**src/rtl/sw_debounce8_pkg.sv**
```systemverilog
// Shared constants and payload types for the slide-switch debouncer.
package sw_debounce8_pkg;

  localparam int unsigned NUM_SW           = 8;
  localparam int unsigned DEFAULT_DEBOUNCE = 4;
  localparam int unsigned NUM_CH           = NUM_SW + 1;

  // Channel vector as seen by the downstream priority encoder.
  typedef struct packed {
    logic              en;
    logic [NUM_SW-1:0] x;
  } ch_vec_t;

endpackage

```
**src/rtl/sw_debounce8_debounce_bit.sv**
```systemverilog
// One debounce channel: two-flop synchronizer, saturating mismatch counter,
// stable register and a combinational update strobe.
module debounce_bit
  import sw_debounce8_pkg::*;
#(
  parameter int unsigned DEBOUNCE_CYCLES = DEFAULT_DEBOUNCE
) (
  input  logic clk,
  input  logic rst_n,
  input  logic raw,
  output logic stable,
  output logic upd_c
);

  localparam int unsigned CNT_W = $clog2(DEBOUNCE_CYCLES);
  localparam logic [CNT_W-1:0] CNT_MAX = CNT_W'(DEBOUNCE_CYCLES - 1);

  logic             sync1_q, sync1_d;
  logic             sync2_q, sync2_d;
  logic             stable_q, stable_d;
  logic [CNT_W-1:0] cnt_q, cnt_d;

  // Counter restarts whenever the synchronized level agrees with stable.
  always_comb begin
    sync1_d  = raw;
    sync2_d  = sync1_q;
    stable_d = stable_q;
    cnt_d    = '0;
    upd_c    = 1'b0;
    if (sync2_q != stable_q) begin
      if (cnt_q < CNT_MAX) begin
        cnt_d = cnt_q + CNT_W'(1);
      end else begin
        stable_d = sync2_q;
        upd_c    = 1'b1;
      end
    end
  end

  always_ff @(posedge clk) begin
    if (!rst_n) begin
      sync1_q  <= 1'b0;
      sync2_q  <= 1'b0;
      stable_q <= 1'b0;
      cnt_q    <= '0;
    end else begin
      sync1_q  <= sync1_d;
      sync2_q  <= sync2_d;
      stable_q <= stable_d;
      cnt_q    <= cnt_d;
    end
  end

  assign stable = stable_q;

endmodule

```
**src/rtl/sw_debounce8.sv**
```systemverilog
// Debounces eight slide switches plus an enable switch feeding an 8-to-3
// priority encoder; changed pulses once per edge on which any output moved.
module sw_debounce8
  import sw_debounce8_pkg::*;
#(
  parameter int unsigned DEBOUNCE_CYCLES = DEFAULT_DEBOUNCE
) (
  input  logic              clk,
  input  logic              rst_n,
  input  logic [NUM_SW-1:0] sw_raw,
  input  logic              en_raw,
  output logic [NUM_SW-1:0] x,
  output logic              en,
  output logic              changed
);

  logic [NUM_CH-1:0] raw_vec;
  logic [NUM_CH-1:0] upd_c;
  ch_vec_t           stable_vec;
  logic              changed_q, changed_d;

  assign raw_vec = {en_raw, sw_raw};

  for (genvar i = 0; i < NUM_CH; i++) begin : g_ch
    debounce_bit #(
      .DEBOUNCE_CYCLES(DEBOUNCE_CYCLES)
    ) u_debounce_bit (
      .clk   (clk),
      .rst_n (rst_n),
      .raw   (raw_vec[i]),
      .stable(stable_vec[i]),
      .upd_c (upd_c[i])
    );
  end

  // Simultaneous channel updates collapse into a single pulse.
  always_comb begin
    changed_d = |upd_c;
  end

  always_ff @(posedge clk) begin
    if (!rst_n) begin
      changed_q <= 1'b0;
    end else begin
      changed_q <= changed_d;
    end
  end

  assign x       = stable_vec.x;
  assign en      = stable_vec.en;
  assign changed = changed_q;

endmodule

```
**config.mk**
```make
export PLATFORM = sky130hd
export DESIGN_NAME = sw_debounce8
export DESIGN_NICKNAME = d
export VERILOG_FILES = /design/src/rtl/sw_debounce8_pkg.sv /design/src/rtl/sw_debounce8_debounce_bit.sv /design/src/rtl/sw_debounce8.sv
export SDC_FILE = /design/constraint.sdc
export NUM_CORES = 1
export LEC_CHECK = 0
export CORE_MARGIN = 4
export CORE_UTILIZATION = 40
export DETAILED_ROUTE_END_ITERATION = 10
export GPL_TIMING_DRIVEN = 0
export PLACE_DENSITY = 0.57
export SYNTH_ARGS = -nofsm -noshare
export SYNTH_HDL_FRONTEND = slang
export SYNTH_SLANG_ARGS = --single-unit
```
**constraint.sdc**
```tcl
create_clock -name clk -period 2.6 [get_ports clk]
set_input_delay 0.78 -clock clk [delete_from_list [all_inputs] [get_ports clk]]
set_output_delay 0.78 -clock clk [all_outputs]
set_load 0.02 [all_outputs]
```
==> results.ini, run 1 <==
[run_status]
status = finished clean

[routing]
drtAntennaViolNets = 0
post_drt_wl_per_cell_um = 12.3
drt_iter0_markers = 32
wl_met1_um = 1290
highest_layer = met4
vias_per_cell = 4.63
wl_met3_um = 125
vias = 986
drc_errors = 0
drt_pass1_iterations = 4
postRouteWirelength_um = 2610
wl_met2_um = 1160

[worst_setup_path]
cp.required_ps = 1820
cp-end-kind = primary output
arrival_ps = 1370
critPathKind = reg -> out
cp_max_fo = 3
start_kind = flip-flop

[power_and_ir_drop]
totalPowerFinal_mw = 1.28
powerDensity_mw_per_mm2 = 640
p_switching_mw = 0.249
switching_share = 0.194
p_leak_nw = 0.881
pwr-share-comb = 0.036
p_int_mw = 1.03
p_seq_frac = 0.567
clkPwrFrac = 0.397
vdd_drop_max_mv = 0.367

[synth]
ys_warn_count = 0
ys_seq_elements = 46
synthCells = 136
yosysSeqAreaShare = 0.559
synth.distinct_cells = 18
syn_nets = 156
synth_area_mm2 = 0.00165
syn_avg_cell_area_um2 = 12.1

[global_route]
grt_pass1_wl_um = 4480
grt_overflow = 0
grt_max_degree = 14
antenna_found_initial = 0
grt_pass1_vias = 991
track_usage = 0.112

[timing]
period_minus_slack_ps = 2150
post-route-period-util = 0.828
finalHoldViolCount = 0
setup_violations = 0
fin_skew_ps = 4.45
drv_slew = 0
max_freq_mhz = 464
slew-limit-headroom = 0.737
hold_slack_ps = 427
rsz0062_at_grt = false
fin_tns_setup_ps = 0
worst_pin_slew_ps = 395
fin_ws_ps = 447

[die]
ios = 21
start_util = 0.412
core_area_mm2 = 0.00400
die_h_um = 72.2
die_w_um = 72.2
rows = 23
die-area_mm2 = 0.00521

[cts]
clock_path_buffers = 2
cts.sinks = 46
tritoncts = built
clkSlewWorstSetupHoldPaths_ps = 80
numCtsBuffers = 5
cts-root-buf = clkbuf_8
ctsResizeCount = 0
cts_setup_buffers = 0
clock_latency_ps = 290
cts.hold.buffers_added = 0
htreeDepth = 2

[final_layout]
syn_to_final_growth_pct = 21.8
finish.utilization = 0.502
diodes = 0
drive_gt1_frac = 0.117
ff_latch_area_um2 = 921
final_cell_mix = 46 x dfxtp_1, 19 x clkdlybuf4s50_1, 18 x and2_1
n_fill_cell = 372
final_common_cell = dfxtp_1
multi_input_area_um2 = 646
stdcell_area_mm2 = 0.00201
fin_cells = 213
final_nets = 182

[place]
dpl.hpwl_um = 1870
dp.cells = 205
port-buffer-count = 19
pre_cts_slack_ps = 759
placed_cell_area_mm2 = 0.00190
gp_congestion = 0.751

[job]
max_cap_viol_count = 0

[min_path]
min_path_type = reg -> reg

synthesized netlist by cell type, drive strengths merged:
library cell / number / share of area
a221oi: 1 / 0.0091
nor2: 9 / 0.020
clkbuf: 2 / 0.0046
xor2: 9 / 0.048
and2: 18 / 0.068
a22o: 1 / 0.0053
buf: 10 / 0.043
dfxtp: 46 / 0.56
a22oi: 1 / 0.0046
mux2i: 9 / 0.055
and4b: 9 / 0.055
ha: 9 / 0.068
a222oi: 1 / 0.0061
nor4b: 9 / 0.048
a31oi: 1 / 0.0038
inv: 1 / 0.0023
logic make-up after synthesis:
kind of cell,synth area share
AOI/OAI and AO/OA,0.0289
and+or+nand+nor,0.192
muxes,0.0547
xor gates and xnor gates,0.0478
DFF,0.559
buffers and inverters,0.0494
adders and majority gates,0.0683
power by group through the flow:
stage | combinational [mW] | sequential, mW | clock (mW)
2_1_floorplan | 0.0254 | 0.743 | 0
3_3_place_gp | 0.0462 | 0.744 | 0
3_5_place_dp | 0.0473 | 0.745 | 0
4_1_cts | 0.0475 | 0.728 | 0.531
5_1_grt | 0.0530 | 0.730 | 0.566
6_report | 0.0462 | 0.728 | 0.509
final timing paths:
| kind | cells after the start | slack [ps] | endpoint | startpoint |
|---|---|---|---|---|
| worst max register to register | 3 | 1330 | changed$_SDFF_PN0_ | g_ch[4].u_debounce_bit.cnt_q[0]$_SDFF_PN0_ |
| worst min register to register | 1 | 430 | g_ch[0].u_debounce_bit.cnt_q[0]$_SDFF_PN0_ | g_ch[0].u_debounce_bit.cnt_q[0]$_SDFF_PN0_ |
| worst min-delay path | 1 | 430 | g_ch[0].u_debounce_bit.cnt_q[0]$_SDFF_PN0_ | g_ch[0].u_debounce_bit.cnt_q[0]$_SDFF_PN0_ |
| worst max-delay path | 2 | 450 | x[6] | g_ch[6].u_debounce_bit.stable$_SDFFE_PN0P_ |
worst max-delay path, stage by stage, from the launching register on:
cell and delay (ps):
dfxtp_1 380, buf_4 120, clkdlybuf4s50_1 590
area by class of cell:
class                      instances  area share
buffer                            12      0.0387
clock buffer                       7      0.0380
clock inverter                     1      0.0150
inverter                           1     0.00187
multi-input combinational         77       0.322
sequential                        46       0.459
tap                               50      0.0312
timing repair buffer              19      0.0948
sequential cells by signal, summed over array words and instances, names as in the netlist:
signal and count:
changed 1, g_ch.u_debounce_bit.cnt_q 18, g_ch.u_debounce_bit.stable 9, g_ch.u_debounce_bit.sync1_q 9, g_ch.u_debounce_bit.sync2_q 9
metal layers:
metal,vias to the layer above,global-route usage
li1,515,-
met1,449,0.139
met2,17,0.175
met3,5,0.0457
met4,0,0.0438
met5,-,0
(Power assumes the default switching activity.)
==> inputs of run 2 (changes only) <==
==> constraint.sdc (replaced) <==
create_clock -name clk -period 2.1 [get_ports clk]
set_input_delay 0.63 -clock clk [delete_from_list [all_inputs] [get_ports clk]]
set_output_delay 0.63 -clock clk [all_outputs]
set_load 0.02 [all_outputs]
==> results of run 2 <==
Same layout as run 1 (identical final DEF). Status: finished clean.
Among the figures that moved: setup slack after placement 759 ps -> 409 ps; setup slack after layout 447 ps -> 97.0 ps; register-to-register setup slack 1330 ps -> 830 ps; total power 1.28 mW -> 1.59 mW; worst IR drop on VDD 0.367 mV -> 0.454 mV
